**config.mk**
```make
export PLATFORM = sky130hd
export DESIGN_NAME = ysyx_22041071_id_stage_flat
export DESIGN_NICKNAME = d
export VERILOG_FILES = /design/src/rtl/ysyx_22041071_id_stage_if.sv /design/src/rtl/ysyx_22041071_id_stage.sv /design/src/flat_wrapper.sv
export SDC_FILE = /design/constraint.sdc
export NUM_CORES = 1
export LEC_CHECK = 0
export BUFFER_PORTS_ARGS = -buffer_cell sky130_fd_sc_hd__buf_2
export CORE_ASPECT_RATIO = 2
export CORE_MARGIN = 4
export CORE_UTILIZATION = 41
export DETAILED_ROUTE_END_ITERATION = 8
export PLACE_DENSITY = 0.76
export SYNTH_ARGS = -nofsm -noshare
export SYNTH_HDL_FRONTEND = slang
export SYNTH_SLANG_ARGS = --single-unit
```
**constraint.sdc**
```tcl
create_clock -name clk -period 1.8 [get_ports clk]
set_clock_uncertainty 0.05 [all_clocks]
set_input_delay 0.09 -clock clk [delete_from_list [all_inputs] [get_ports clk]]
set_output_delay 0.09 -clock clk [all_outputs]
set_load 0.1 [all_outputs]
```
**src/rtl/ysyx_22041071_id_stage_if.sv**
```systemverilog
// ---------------------------------------------------------------------------
// ysyx_22041071_id_stage_if
// Handshake and bundle bus between the fetch stage, the decode stage and the
// execute stage.
//   slave  : the decode stage. It takes in_* / flush / out_ready and drives
//            in_ready plus the registered decoded bundle.
//   master : whatever surrounds the decode stage (fetch and execute, or a
//            testbench).
// Signals:
//   in_valid, in_ready, in_pc[XLEN], in_ins[32] : fetch -> decode handshake
//   flush                                       : redirect, kills held/incoming
//   out_valid, out_ready                        : decode -> execute handshake
//   out_pc, rs1, rs2, rd, imm, funct3, alu_op, ctrl : decoded bundle
// ---------------------------------------------------------------------------
interface ysyx_22041071_id_stage_if #(
  parameter int XLEN = 64
);
  logic            in_valid;
  logic            in_ready;
  logic [XLEN-1:0] in_pc;
  logic [31:0]     in_ins;
  logic            flush;
  logic            out_ready;
  logic            out_valid;
  logic [XLEN-1:0] out_pc;
  logic [4:0]      rs1;
  logic [4:0]      rs2;
  logic [4:0]      rd;
  logic [XLEN-1:0] imm;
  logic [2:0]      funct3;
  logic [3:0]      alu_op;
  logic [7:0]      ctrl;

  modport master (
    output in_valid, in_pc, in_ins, flush, out_ready,
    input  in_ready, out_valid, out_pc, rs1, rs2, rd, imm, funct3, alu_op, ctrl
  );

  modport slave (
    input  in_valid, in_pc, in_ins, flush, out_ready,
    output in_ready, out_valid, out_pc, rs1, rs2, rd, imm, funct3, alu_op, ctrl
  );
endinterface

```
**src/rtl/ysyx_22041071_id_stage.sv**
```systemverilog
// ---------------------------------------------------------------------------
// ysyx_22041071_id_stage
// RV64I instruction decode stage: a single pipeline register. The decode of
// in_ins is purely combinational and is captured into the output registers
// when the instruction is accepted, giving one cycle of latency.
// Ports:
//   clk   : clock, rising edge
//   reset : synchronous, active-high; clears every registered output
//   bus   : ysyx_22041071_id_stage_if.slave
//           in_valid/in_ready/in_pc/in_ins : incoming instruction handshake
//           flush                          : drop held and incoming instruction
//           out_valid/out_ready            : outgoing bundle handshake
//           out_pc, rs1, rs2, rd, imm, funct3, alu_op, ctrl : decoded bundle
//           ctrl = {illegal, jump, branch, mem_wen, mem_ren, reg_wen,
//                   is_word, use_imm}
// ---------------------------------------------------------------------------
module ysyx_22041071_id_stage #(
  parameter int XLEN = 64
) (
  input logic                       clk,
  input logic                       reset,
  ysyx_22041071_id_stage_if.slave   bus
);

  // Major opcodes
  localparam logic [6:0] OPC_LOAD     = 7'b0000011;
  localparam logic [6:0] OPC_MISC_MEM = 7'b0001111;
  localparam logic [6:0] OPC_OP_IMM   = 7'b0010011;
  localparam logic [6:0] OPC_AUIPC    = 7'b0010111;
  localparam logic [6:0] OPC_OP_IMM32 = 7'b0011011;
  localparam logic [6:0] OPC_STORE    = 7'b0100011;
  localparam logic [6:0] OPC_OP       = 7'b0110011;
  localparam logic [6:0] OPC_LUI      = 7'b0110111;
  localparam logic [6:0] OPC_OP32     = 7'b0111011;
  localparam logic [6:0] OPC_BRANCH   = 7'b1100011;
  localparam logic [6:0] OPC_JALR     = 7'b1100111;
  localparam logic [6:0] OPC_JAL      = 7'b1101111;
  localparam logic [6:0] OPC_SYSTEM   = 7'b1110011;

  // ALU operation codes
  localparam logic [3:0] ALU_ADD   = 4'd0;
  localparam logic [3:0] ALU_SUB   = 4'd1;
  localparam logic [3:0] ALU_SLL   = 4'd2;
  localparam logic [3:0] ALU_SLT   = 4'd3;
  localparam logic [3:0] ALU_SLTU  = 4'd4;
  localparam logic [3:0] ALU_XOR   = 4'd5;
  localparam logic [3:0] ALU_SRL   = 4'd6;
  localparam logic [3:0] ALU_SRA   = 4'd7;
  localparam logic [3:0] ALU_OR    = 4'd8;
  localparam logic [3:0] ALU_AND   = 4'd9;
  localparam logic [3:0] ALU_LUI   = 4'd10;
  localparam logic [3:0] ALU_PCADD = 4'd11;

  localparam logic [31:0] INS_BUBBLE = 32'h0000_0000;
  localparam logic [31:0] INS_ECALL  = 32'h0000_0073;
  localparam logic [31:0] INS_EBREAK = 32'h0010_0073;

  localparam logic [6:0] F7_ZERO = 7'b0000000;
  localparam logic [6:0] F7_ALT  = 7'b0100000;

  // Map funct3 of an arithmetic instruction to an ALU code; alt selects
  // SUB over ADD and SRA over SRL.
  function automatic logic [3:0] alu_sel(input logic [2:0] f3, input logic alt);
    logic [3:0] op;
    case (f3)
      3'b000:  op = alt ? ALU_SUB : ALU_ADD;
      3'b001:  op = ALU_SLL;
      3'b010:  op = ALU_SLT;
      3'b011:  op = ALU_SLTU;
      3'b100:  op = ALU_XOR;
      3'b101:  op = alt ? ALU_SRA : ALU_SRL;
      3'b110:  op = ALU_OR;
      default: op = ALU_AND;
    endcase
    return op;
  endfunction

  // Raw instruction fields
  logic [6:0]      opcode_s;
  logic [2:0]      f3_s;
  logic [6:0]      f7_s;
  logic [4:0]      rd_f_s;
  logic [4:0]      rs1_f_s;
  logic [4:0]      rs2_f_s;
  logic [XLEN-1:0] imm_i_s;
  logic [XLEN-1:0] imm_st_s;
  logic [XLEN-1:0] imm_b_s;
  logic [XLEN-1:0] imm_u_s;
  logic [XLEN-1:0] imm_j_s;

  assign opcode_s = bus.in_ins[6:0];
  assign rd_f_s   = bus.in_ins[11:7];
  assign f3_s     = bus.in_ins[14:12];
  assign rs1_f_s  = bus.in_ins[19:15];
  assign rs2_f_s  = bus.in_ins[24:20];
  assign f7_s     = bus.in_ins[31:25];

  assign imm_i_s  = {{(XLEN-12){bus.in_ins[31]}}, bus.in_ins[31:20]};
  assign imm_st_s = {{(XLEN-12){bus.in_ins[31]}}, bus.in_ins[31:25], bus.in_ins[11:7]};
  assign imm_b_s  = {{(XLEN-13){bus.in_ins[31]}}, bus.in_ins[31], bus.in_ins[7],
                     bus.in_ins[30:25], bus.in_ins[11:8], 1'b0};
  assign imm_u_s  = {{(XLEN-32){bus.in_ins[31]}}, bus.in_ins[31:12], 12'h000};
  assign imm_j_s  = {{(XLEN-21){bus.in_ins[31]}}, bus.in_ins[31], bus.in_ins[19:12],
                     bus.in_ins[20], bus.in_ins[30:21], 1'b0};

  // Combinational decode results
  logic [4:0]      dec_rd_s;
  logic [4:0]      dec_rs1_s;
  logic [4:0]      dec_rs2_s;
  logic [XLEN-1:0] dec_imm_s;
  logic [2:0]      dec_funct3_s;
  logic [3:0]      dec_alu_s;
  logic [7:0]      dec_ctrl_s;
  logic            illegal_s;
  logic            jump_s;
  logic            branch_s;
  logic            mem_wen_s;
  logic            mem_ren_s;
  logic            reg_wen_raw_s;
  logic            is_word_s;
  logic            use_imm_s;

  // Handshake
  logic in_ready_s;
  logic accept_s;

  // Output registers
  logic            valid_r;
  logic [XLEN-1:0] pc_r;
  logic [4:0]      rs1_r;
  logic [4:0]      rs2_r;
  logic [4:0]      rd_r;
  logic [XLEN-1:0] imm_r;
  logic [2:0]      funct3_r;
  logic [3:0]      alu_r;
  logic [7:0]      ctrl_r;

  // Instruction decode: fields, immediate, ALU op, control bits, legality
  always_comb begin
    dec_rd_s      = 5'd0;
    dec_rs1_s     = 5'd0;
    dec_rs2_s     = 5'd0;
    dec_imm_s     = {XLEN{1'b0}};
    dec_funct3_s  = 3'd0;
    dec_alu_s     = ALU_ADD;
    dec_ctrl_s    = 8'h00;
    illegal_s     = 1'b0;
    jump_s        = 1'b0;
    branch_s      = 1'b0;
    mem_wen_s     = 1'b0;
    mem_ren_s     = 1'b0;
    reg_wen_raw_s = 1'b0;
    is_word_s     = 1'b0;
    use_imm_s     = 1'b0;

    if (bus.in_ins != INS_BUBBLE) begin
      case (opcode_s)
        OPC_LUI: begin
          dec_rd_s      = rd_f_s;
          dec_imm_s     = imm_u_s;
          dec_alu_s     = ALU_LUI;
          reg_wen_raw_s = 1'b1;
          use_imm_s     = 1'b1;
        end
        OPC_AUIPC: begin
          dec_rd_s      = rd_f_s;
          dec_imm_s     = imm_u_s;
          dec_alu_s     = ALU_PCADD;
          reg_wen_raw_s = 1'b1;
          use_imm_s     = 1'b1;
        end
        OPC_JAL: begin
          dec_rd_s      = rd_f_s;
          dec_imm_s     = imm_j_s;
          dec_alu_s     = ALU_PCADD;
          jump_s        = 1'b1;
          reg_wen_raw_s = 1'b1;
          use_imm_s     = 1'b1;
        end
        OPC_JALR: begin
          dec_rd_s      = rd_f_s;
          dec_rs1_s     = rs1_f_s;
          dec_imm_s     = imm_i_s;
          dec_funct3_s  = f3_s;
          jump_s        = 1'b1;
          reg_wen_raw_s = 1'b1;
          use_imm_s     = 1'b1;
          illegal_s     = (f3_s != 3'b000);
        end
        OPC_BRANCH: begin
          dec_rs1_s    = rs1_f_s;
          dec_rs2_s    = rs2_f_s;
          dec_imm_s    = imm_b_s;
          dec_funct3_s = f3_s;
          dec_alu_s    = ALU_SUB;
          branch_s     = 1'b1;
          // funct3 010/011 are unassigned branch conditions
          illegal_s    = (f3_s[2:1] == 2'b01);
        end
        OPC_LOAD: begin
          dec_rd_s      = rd_f_s;
          dec_rs1_s     = rs1_f_s;
          dec_imm_s     = imm_i_s;
          dec_funct3_s  = f3_s;
          mem_ren_s     = 1'b1;
          reg_wen_raw_s = 1'b1;
          use_imm_s     = 1'b1;
          illegal_s     = (f3_s == 3'b111);
        end
        OPC_STORE: begin
          dec_rs1_s    = rs1_f_s;
          dec_rs2_s    = rs2_f_s;
          dec_imm_s    = imm_st_s;
          dec_funct3_s = f3_s;
          mem_wen_s    = 1'b1;
          use_imm_s    = 1'b1;
          illegal_s    = f3_s[2];
        end
        OPC_OP_IMM: begin
          dec_rd_s      = rd_f_s;
          dec_rs1_s     = rs1_f_s;
          dec_imm_s     = imm_i_s;
          dec_funct3_s  = f3_s;
          dec_alu_s     = alu_sel(f3_s, (f3_s == 3'b101) && bus.in_ins[30]);
          reg_wen_raw_s = 1'b1;
          use_imm_s     = 1'b1;
          // 64-bit shifts use a 6-bit shamt, so only ins[31:26] is funct
          case (f3_s)
            3'b001:  illegal_s = (bus.in_ins[31:26] != 6'b000000);
            3'b101:  illegal_s = (bus.in_ins[31:26] != 6'b000000) &&
                                 (bus.in_ins[31:26] != 6'b010000);
            default: illegal_s = 1'b0;
          endcase
        end
        OPC_OP_IMM32: begin
          dec_rd_s      = rd_f_s;
          dec_rs1_s     = rs1_f_s;
          dec_imm_s     = imm_i_s;
          dec_funct3_s  = f3_s;
          dec_alu_s     = alu_sel(f3_s, (f3_s == 3'b101) && bus.in_ins[30]);
          reg_wen_raw_s = 1'b1;
          is_word_s     = 1'b1;
          use_imm_s     = 1'b1;
          case (f3_s)
            3'b000:  illegal_s = 1'b0;
            3'b001:  illegal_s = (f7_s != F7_ZERO);
            3'b101:  illegal_s = (f7_s != F7_ZERO) && (f7_s != F7_ALT);
            default: illegal_s = 1'b1;
          endcase
        end
        OPC_OP: begin
          dec_rd_s      = rd_f_s;
          dec_rs1_s     = rs1_f_s;
          dec_rs2_s     = rs2_f_s;
          dec_funct3_s  = f3_s;
          dec_alu_s     = alu_sel(f3_s, f7_s == F7_ALT);
          reg_wen_raw_s = 1'b1;
          // funct7 0100000 only exists for SUB and SRA
          illegal_s     = !((f7_s == F7_ZERO) ||
                            ((f7_s == F7_ALT) && ((f3_s == 3'b000) || (f3_s == 3'b101))));
        end
        OPC_OP32: begin
          dec_rd_s      = rd_f_s;
          dec_rs1_s     = rs1_f_s;
          dec_rs2_s     = rs2_f_s;
          dec_funct3_s  = f3_s;
          dec_alu_s     = alu_sel(f3_s, f7_s == F7_ALT);
          reg_wen_raw_s = 1'b1;
          is_word_s     = 1'b1;
          case (f3_s)
            3'b000:  illegal_s = (f7_s != F7_ZERO) && (f7_s != F7_ALT);
            3'b001:  illegal_s = (f7_s != F7_ZERO);
            3'b101:  illegal_s = (f7_s != F7_ZERO) && (f7_s != F7_ALT);
            default: illegal_s = 1'b1;
          endcase
        end
        OPC_MISC_MEM: begin
          // FENCE has no architectural effect in this in-order pipe
          illegal_s = (f3_s != 3'b000);
        end
        OPC_SYSTEM: begin
          illegal_s = (bus.in_ins != INS_ECALL) && (bus.in_ins != INS_EBREAK);
        end
        default: begin
          illegal_s = 1'b1;
        end
      endcase
    end else begin
      // Fetch bubble: everything stays at its zero default
      illegal_s = 1'b0;
    end

    // An illegal instruction carries nothing but the illegal flag
    if (illegal_s) begin
      dec_rd_s     = 5'd0;
      dec_rs1_s    = 5'd0;
      dec_rs2_s    = 5'd0;
      dec_imm_s    = {XLEN{1'b0}};
      dec_funct3_s = 3'd0;
      dec_alu_s    = ALU_ADD;
      dec_ctrl_s   = 8'h80;
    end else begin
      dec_ctrl_s = {1'b0, jump_s, branch_s, mem_wen_s, mem_ren_s,
                    reg_wen_raw_s & (dec_rd_s != 5'd0), is_word_s, use_imm_s};
    end
  end

  // Ready whenever the register is empty or being drained this cycle
  assign in_ready_s = bus.out_ready | ~valid_r;
  assign accept_s   = bus.in_valid & in_ready_s & ~bus.flush;

  // Pipeline register: reset, then flush, then accept, then drain, else hold
  always_ff @(posedge clk) begin
    if (reset) begin
      valid_r  <= 1'b0;
      pc_r     <= {XLEN{1'b0}};
      rs1_r    <= 5'd0;
      rs2_r    <= 5'd0;
      rd_r     <= 5'd0;
      imm_r    <= {XLEN{1'b0}};
      funct3_r <= 3'd0;
      alu_r    <= 4'd0;
      ctrl_r   <= 8'h00;
    end else if (bus.flush) begin
      valid_r <= 1'b0;
    end else if (accept_s) begin
      valid_r  <= 1'b1;
      pc_r     <= bus.in_pc;
      rs1_r    <= dec_rs1_s;
      rs2_r    <= dec_rs2_s;
      rd_r     <= dec_rd_s;
      imm_r    <= dec_imm_s;
      funct3_r <= dec_funct3_s;
      alu_r    <= dec_alu_s;
      ctrl_r   <= dec_ctrl_s;
    end else if (valid_r && bus.out_ready) begin
      valid_r <= 1'b0;
    end else begin
      valid_r <= valid_r;
    end
  end

  assign bus.in_ready  = in_ready_s;
  assign bus.out_valid = valid_r;
  assign bus.out_pc    = pc_r;
  assign bus.rs1       = rs1_r;
  assign bus.rs2       = rs2_r;
  assign bus.rd        = rd_r;
  assign bus.imm       = imm_r;
  assign bus.funct3    = funct3_r;
  assign bus.alu_op    = alu_r;
  assign bus.ctrl      = ctrl_r;

endmodule

```
**src/flat_wrapper.sv**
```systemverilog
// flat-port wrapper written by rule: the top's interface ports become plain ports
module ysyx_22041071_id_stage_flat 
#(
  parameter int XLEN = 64
)
  (clk, reset, bus_in_valid, bus_in_pc, bus_in_ins, bus_flush, bus_out_ready, bus_in_ready, bus_out_valid, bus_out_pc, bus_rs1, bus_rs2, bus_rd, bus_imm, bus_funct3, bus_alu_op, bus_ctrl);
  ysyx_22041071_id_stage_if #(.XLEN(XLEN)) bus_i ();
  input logic clk;
  input logic reset;
  input wire logic [$bits(bus_i.in_valid)-1:0] bus_in_valid;
  input wire logic [$bits(bus_i.in_pc)-1:0] bus_in_pc;
  input wire logic [$bits(bus_i.in_ins)-1:0] bus_in_ins;
  input wire logic [$bits(bus_i.flush)-1:0] bus_flush;
  input wire logic [$bits(bus_i.out_ready)-1:0] bus_out_ready;
  output wire logic [$bits(bus_i.in_ready)-1:0] bus_in_ready;
  output wire logic [$bits(bus_i.out_valid)-1:0] bus_out_valid;
  output wire logic [$bits(bus_i.out_pc)-1:0] bus_out_pc;
  output wire logic [$bits(bus_i.rs1)-1:0] bus_rs1;
  output wire logic [$bits(bus_i.rs2)-1:0] bus_rs2;
  output wire logic [$bits(bus_i.rd)-1:0] bus_rd;
  output wire logic [$bits(bus_i.imm)-1:0] bus_imm;
  output wire logic [$bits(bus_i.funct3)-1:0] bus_funct3;
  output wire logic [$bits(bus_i.alu_op)-1:0] bus_alu_op;
  output wire logic [$bits(bus_i.ctrl)-1:0] bus_ctrl;
  assign bus_i.in_valid = bus_in_valid;
  assign bus_i.in_pc = bus_in_pc;
  assign bus_i.in_ins = bus_in_ins;
  assign bus_i.flush = bus_flush;
  assign bus_i.out_ready = bus_out_ready;
  assign bus_in_ready = bus_i.in_ready;
  assign bus_out_valid = bus_i.out_valid;
  assign bus_out_pc = bus_i.out_pc;
  assign bus_rs1 = bus_i.rs1;
  assign bus_rs2 = bus_i.rs2;
  assign bus_rd = bus_i.rd;
  assign bus_imm = bus_i.imm;
  assign bus_funct3 = bus_i.funct3;
  assign bus_alu_op = bus_i.alu_op;
  assign bus_ctrl = bus_i.ctrl;
  ysyx_22041071_id_stage #(.XLEN(XLEN)) u_core (.clk(clk), .reset(reset), .bus(bus_i));
endmodule
```
==> results of run 1 <==
Yosys cell counts, types with 2 or more instances:
library cell  count  area share, %
nor4_1            6           0.71
nand2b_1          5           0.59
nand3b_1          6           0.85
inv_1             4           0.28
a21o_1            3           0.43
o22ai_1           2           0.24
o21ai_0          26            2.5
nor3_1           11            1.0
o21ai_1           9           0.85
a21oi_1          88            8.4
a32o_1           28            5.3
nand3_1           4           0.38
nand4_1           3           0.36
and3_1            4           0.47
buf_2             4           0.38
clkbuf_1         36            2.6
buf_6             3           0.64
a22oi_1           7            1.0
o2111ai_1         2           0.33
and2_1            4           0.47
a31oi_1           4           0.47
o31ai_1           3           0.43
o21a_1            2           0.28
or3_1             2           0.24
o41ai_1           3           0.50
nor2_1           17            1.2
nand2_1         174             12
nor2b_1           3           0.36
nor3b_1           3           0.43
dfxtp_1         127             48
a22o_1            2           0.33
buf_4            33            4.7
cells by family after synthesis:
group | Yosys count | share of synthesized area, %
AOI/OAI and AO/OA | 184 | 22.0
buffers and inverters | 83 | 8.79
DFF | 127 | 48.3
muxes | 1 | 0.190
and+or+nand+nor | 248 | 20.6
xor gates and xnor gates | 1 | 0.166
per-layer routing:
metal / part of all wire [%] / track usage [%] / vias up
met5: 0 / 0 / -
met4: 7.2 / 19.1 / 0
met3: 7.9 / 5.97 / 106
met2: 53 / 50.0 / 359
met1: 32 / 26.0 / 2913
li1: - / - / 2971
flip-flops by register name, summed over array words and instances, names as in the netlist:
name,count
u_core.bus.rs1,5
u_core.bus.funct3,3
u_core.bus.rs2,5
u_core.bus.ctrl,8
u_core.bus.imm,32
u_core.bus.alu_op,4
u_core.bus.rd,5
u_core.bus.out_pc,64
u_core.bus.out_valid,1
final cells by class:
cell class / count / share of cell area [%]
clock buffers: 19 / 5.20
clock inverters: 12 / 2.11
inverters: 6 / 0.301
multi-input cells: 434 / 26.9
flip-flops and latches: 127 / 29.2
well taps: 150 / 2.15
repair buffers: 432 / 34.1
worst max-delay path: cells and delay by family:
family / cells / cell delay, ns
AO/OA/AOI/OAI: 2 / 0.35
AND/OR/NAND/NOR: 4 / 0.86
buffers and inverters: 2 / 0.83
stage by stage:
stage,cell area [µm²],setup WS (ns),util [%],instances
after floorplan,5320,-0.483,-,644
after global placement,7080,-0.312,56.4,1062
after detailed placement,7080,-0.339,56.4,1062
after CTS,8550,0.0236,68.1,1176
after global routing,8730,-0.0711,69.5,1180
final,8730,-0.0467,69.5,1180
power by group:
part	total [µW]	leakage (µW)	switching (µW)	internal (µW)
sequential	2920	0.00103	36.2	2880
combinational	1450	0.00272	980	468
clock	3700	0.000310	1290	2410
total	8070	0.00406	2310	5760
worst min path at each step:
| stage | to | slack [ns] | depth (start not counted) |
|---|---|---|---|
| 2_1_floorplan | u_core.bus.out_valid | 0.11 | 1 |
| 5_1_grt | u_core.bus.rs2[0] | 0.03 | 2 |
| 6_report | u_core.bus.imm[11] | 0.03 | 3 |
| 3_3_place_gp | u_core.bus.out_valid | 0.24 | 2 |
| 3_5_place_dp | u_core.bus.out_valid | 0.24 | 2 |
| 4_1_cts | u_core.bus.imm[11] | 0.008 | 3 |
timing repair:
action | CTS | global route
setup endpoints to repair | 0 | 116
resized for setup | 0 | 26
buffers inserted | 0 | 3
hold endpoints to repair | 90 | 0
hold buffers | 83 | 0
placed cells by master, fill, tap and decap left out, drive strengths merged, types with 2 or more instances in the layout:
master        instances
buf                 341
nand2               174
dfxtp               127
a21oi                88
dlygate4sd3          81
o21ai                35
a32o                 28
clkbuf               27
nor2                 17
nor3                 11
a22oi                 7
clkinv                7
nand3b                6
nor4                  6
nand2b                5
inv                   5
and2                  4
a31oi                 4
and3                  4
bufinv                4
nand3                 4
a21o                  3
nand4                 3
o31ai                 3
nor2b                 3
o41ai                 3
nor3b                 3
clkinvlp              2
or3                   2
o21a                  2
o2111ai               2
o22ai                 2
a22o                  2
dlymetal6s4s          2
and4                  2
==> summary.txt, run 1 <==
Route
  – Routed Wire Length: 22.0 mm
  – Via/cell ratio: 5.38
  – DRC viols: 0
  – First-pass DRT Iterations: 5
  – Final ANT Viol Nets: 0
  – Post-DR wirelength/cell: 18.7 µm
  – DRT iter0 DRCs: 277
  – Vias: 6,349

Setup path
  – Critical path startpoint: bus_in_ins[23]
  – CP endpoint: u_core.bus.rd[4]
  – Max incr delay on CP: 0.64 ns
  – R2R cell count: 8
  – Startpoint Class: input port
  – CP Cell Sequence: dlygate4sd3_1, nor2_2, nand2_2, nor4_4, o21a_1, and4_4, clkbuf_16, a32o_1
  – FF-to-FF Start: u_core.bus.out_valid
  – Slowest-stage cell, CP: dlygate4sd3_1
  – CP endpoint kind: flop
  – Worst R2R End: u_core.bus.rd[0]
  – Kind of critical path: in -> reg
  – Crit path arrival time: 2.15 ns
  – Reg-to-reg setup timing slack: 0.04 ns
  – CP required: 2.10 ns
  – Worst-path maximum fanout: 12

Timing
  – Worst Hold Slack: 0.0342 ns
  – RSZ-0062 raised after global routing: yes
  – Worst slew margin: 40.1%
  – Final WS setup: -0.0467 ns
  – Slew Viols, Final: 0
  – Max Fclk: 542 MHz
  – Final min period: 1.85 ns
  – Setup TNS: -0.357 ns
  – Period utilization: 103%
  – Hold Fails Final Rpt: 0
  – Worst-margin pin slew: 0.895 ns
  – Setup violations, final: 18

Floorplan
  – Rows: 58
  – Die ar.: 14,800 µm²
  – DIE WIDTH: 88.2 µm
  – Core area: 12,600 µm²
  – Starting Density: 42.0%
  – Chip height: 168 µm
  – Boundary pin count: 261

Logic synthesis
  – Syn_nets: 745
  – Cells after synthesis: 644
  – Yosys warns: 0
  – Main synth FF type: dfxtp_1
  – Post-synth EDFFs: 0
  – Post-synthesis async set-or-reset flop share: 0%
  – Yosys cell types: 48
  – Mean post-synth cell area: 8.18 µm²
  – Syn Std Cell Area: 5270 µm²
  – #FFs+latches synth: 127
  – Seq/Total Area, Yosys: 48.3%

Power
  – Total power: 8070 µW
  – PwrDens: 924 nW/µm²
  – Leakage: 0.00406 µW
  – Peak supply drop: 0.000739 V

GRT
  – Initial antenna violation count: 0
  – GRT Residual Overflow: 0
  – Total Routing Usage GR: 27.5%
  – Pin count of the biggest net entering global routing: 66
  – First-pass GRT wire length: 31.4 mm
  – Vias in the first global route: 6,222

Clock network
  – CTS tree: yes
  – Clk Latency, worst-skew pair: 0.40 ns
  – Sink Count: 127
  – TritonCTS buffer count: 17
  – H-Tree Depth: 4
  – Clock Path Buffers: 2
  – Clock slew at reported path FFs: 0.06 ns
  – CTS root buf: clkbuf_16

Cells and area
  – Layout area overhead: 65.6%
  – Nets@finish: 1,119
  – Register area: 2550 µm²
  – Share of cells above drive strength 1: 38.6%
  – Multi-input logic area: 2350 µm²
  – Fillers: 924
  – # diodes: 0

Worst hold path
  – Hold Crit Start: reset
  – HP Class: in -> reg

Placed design
  – Port Buf Inserts: 260
  – DP HPWL: 14.4 mm
  – Routability cong.: 0.947

Run status
  – Failing checks: negative setup slack
  – Status: finished with violations

Run
  – Number of max-cap violations: 0
(Power assumes the default switching activity.)
==> inputs of run 2 (changes only) <==
--- a/config.mk
+++ b/config.mk
@@ -11,6 +11,7 @@
 export CORE_UTILIZATION = 41
 export DETAILED_ROUTE_END_ITERATION = 8
 export PLACE_DENSITY = 0.76
+export SETUP_SLACK_MARGIN = 0.4
 export SYNTH_ARGS = -nofsm -noshare
 export SYNTH_HDL_FRONTEND = slang
 export SYNTH_SLANG_ARGS = --single-unit
==> run 2 against run 1 <==
Cell area up 12%. Sequential cell count unchanged. Cell count up 2.0%. Clock-buffer cell count unchanged. Wire length up 25%. The run now ends clean. Critical endpoint is now u_core.bus.out_pc[8]. Register-to-register slack worse by 0.02 ns. Fmax up 3.5%. Utilization up 8.0 points. Critical path type is now reg -> reg. Combinational power up 20%. Worst hold slack worse by 0.0055 ns.
==> summary.txt, run 2 (synthesized netlist as in run 1, its figures left out) <==
Run status
  – Status: finished clean

Cells and area
  – Nets@finish: 1,142
  – Final design utilization: 77.5%
  – Register area: 2550 µm²
  – Fillers: 797
  – Max reg flops: 64
  – Most common cell after layout, fill and taps aside: buf_2
  – Layout area overhead: 84.8%
  – # diodes: 0
  – Most frequent cells in the layout: buf_2 (222), nand2_1 (141), dfxtp_1 (125), buf_4 (91), dlygate4sd3_1 (80)
  – Share of cells above drive strength 1: 47.2%
  – Multi-input logic area: 2680 µm²

Setup path
  – CP endpoint kind: flop
  – Crit path arrival time: 2.04 ns
  – Critical path buffers and inverters: 5
  – Worst-path maximum fanout: 8
  – Startpoint Class: flop
  – CP required: 2.06 ns
  – Slowest-stage cell, CP: dfxtp_4
  – Max incr delay on CP: 0.34 ns
  – CP Cell Sequence: nor2b_4, buf_6, nor3b_4, buf_6, buf_12, buf_12, buf_16, nand2_1, a21oi_1
  – Kind of critical path: reg -> reg
  – FF-to-FF Start: u_core.bus.out_valid
  – Critical path startpoint: u_core.bus.out_valid
  – Crit path max-delay family: buffers and inverters

Timing
  – Hold Fails Final Rpt: 0
  – Worst Hold Slack: 0.0288 ns
  – Slew Viols, Final: 0
  – Final WS setup: 0.0162 ns
  – Worst slew margin: 39.4%
  – Setup TNS: 0 ns
  – Worst-margin pin slew: 0.906 ns
  – RSZ-0062 raised after global routing: yes
  – Final min period: 1.78 ns
  – Period utilization: 99.1%
  – Setup violations, final: 0
  – Max Fclk: 561 MHz

Power
  – PwrDens: 824 nW/µm²
  – Clk pwr share: 41.8%
  – Switching pwr: 2520 µW
  – Reg power frac: 36.5%
  – Switch share: 31.4%
  – Cell-internal power: 5500 µW
  – Peak supply drop: 0.000720 V
  – Total power: 8020 µW
  – Leakage: 0.00446 µW
  – Gate power share: 21.7%

Floorplan
  – Core area: 12,600 µm²
  – Rows: 58
  – Starting Density: 42.0%
  – Chip height: 168 µm
  – DIE WIDTH: 88.2 µm
  – Die ar.: 14,800 µm²
  – Boundary pin count: 261

Route
  – DRT iter0 DRCs: 477
  – DRC viols: 0
  – Via/cell ratio: 5.74
  – Post-DR wirelength/cell: 22.9 µm
  – First-pass DRT Iterations: 5
  – Routed Wire Length: 27.5 mm
  – Vias: 6,911
  – Final ANT Viol Nets: 0

Clock network
  – Clock slew at reported path FFs: 0.06 ns
  – H-Tree Depth: 4
  – CTS root buf: clkbuf_16
  – TritonCTS buffer count: 17
  – CTS tree: yes
  – Clk Latency, worst-skew pair: 0.39 ns
  – Sink Count: 127
  – Clock Path Buffers: 2

GRT
  – GR Util met1: 29.3%
  – Initial antenna violation count: 0
  – GRT Residual Overflow: 0
  – Vias in the first global route: 6,960
  – Pin count of the biggest net entering global routing: 66
  – Busiest layer in global routing: met2
  – Met3 GRT Util: 9.75%
  – GRT met2 Usage: 59.3%
  – First-pass GRT wire length: 37.1 mm
  – Total Routing Usage GR: 33.0%

Placed design
  – DP HPWL: 14.4 mm
  – Routability cong.: 0.963
  – Port Buf Inserts: 260
  – Placement Setup Slack: -0.266 ns

Worst hold path
  – HP Class: in -> reg
  – Hold Crit Start: bus_in_ins[23]

Run
  – Number of max-cap violations: 0
==> run 2: changes by cell type in the layout (fill, tap and decap cells not counted), sizes merged, moves of 2 or more <==
cell and delta:
buf +28, bufinv -3, clkbuf -3, clkinv -4
clkinvlp +2, dlymetal6s4s -2, inv +6
==> run 2: cell type report <==
type / count / share of cell area (%)
Sequential cell: 127 / 26.2
Clock buffer: 19 / 4.65
Tap cell: 150 / 1.93
Timing Repair Buffer: 455 / 38.1
Multi-Input combinational cell: 434 / 27.6
Inverter: 6 / 0.270
Clock inverter: 13 / 1.31
==> run 2: power groups by stage <==
| stage | Combinational (µW) | Sequential [µW] | Clock [µW] |
|---|---|---|---|
| finish | 1740 | 2930 | 3350 |
| CTS | 1570 | 2910 | 3390 |
| global placement | 1230 | 2970 | 0 |
| detailed placement | 1230 | 2970 | 0 |
| floorplan | 304 | 3490 | 0 |
| global route | 1790 | 2930 | 3520 |
==> run 2: through the flow <==
| stage | instance area, µm² | std cells |
|---|---|---|
| finish | 9740 | 1204 |
| global route | 9740 | 1204 |
| CTS | 9150 | 1196 |
| detailed placement | 6970 | 1053 |
| global placement | 6970 | 1053 |
| floorplan | 5320 | 644 |
==> run 2: path summary, 6_finish.rpt <==
| kind | endpoint | slack (ns) | cells past startpoint |
|---|---|---|---|
| worst max-delay path | u_core.bus.out_pc[8] | 0.02 | 9 |
| worst min-delay path | u_core.bus.imm[23] | 0.03 | 3 |
| worst max register to register | u_core.bus.out_pc[8] | 0.02 | 9 |
| worst min register to register | u_core.bus.imm[24] | 0.39 | 2 |
==> run 2: tightest hold or removal path, cell delays in order <==
cell and delay, ns:
buf_2 0.13, a21oi_1 0.10, o21ai_2 0.12
==> run 2: timing repair <==
item                                    4_1_cts  5_1_grt
hold buffers                                 80        0
cloned                                       13        3
setup buffers                                18        5
gates resized for setup                      78      149
pin swaps                                    21       41
endpoints found under the setup margin      160      163
endpoints found under the hold margin        83        0
==> run 2: routing by layer <==
layer,up-vias,wire length (µm),share of wire (%)
met5,-,0,0
met4,0,2200,8.0
met3,162,2420,8.8
met2,494,14600,53
met1,3215,8280,30
li1,3040,-,-
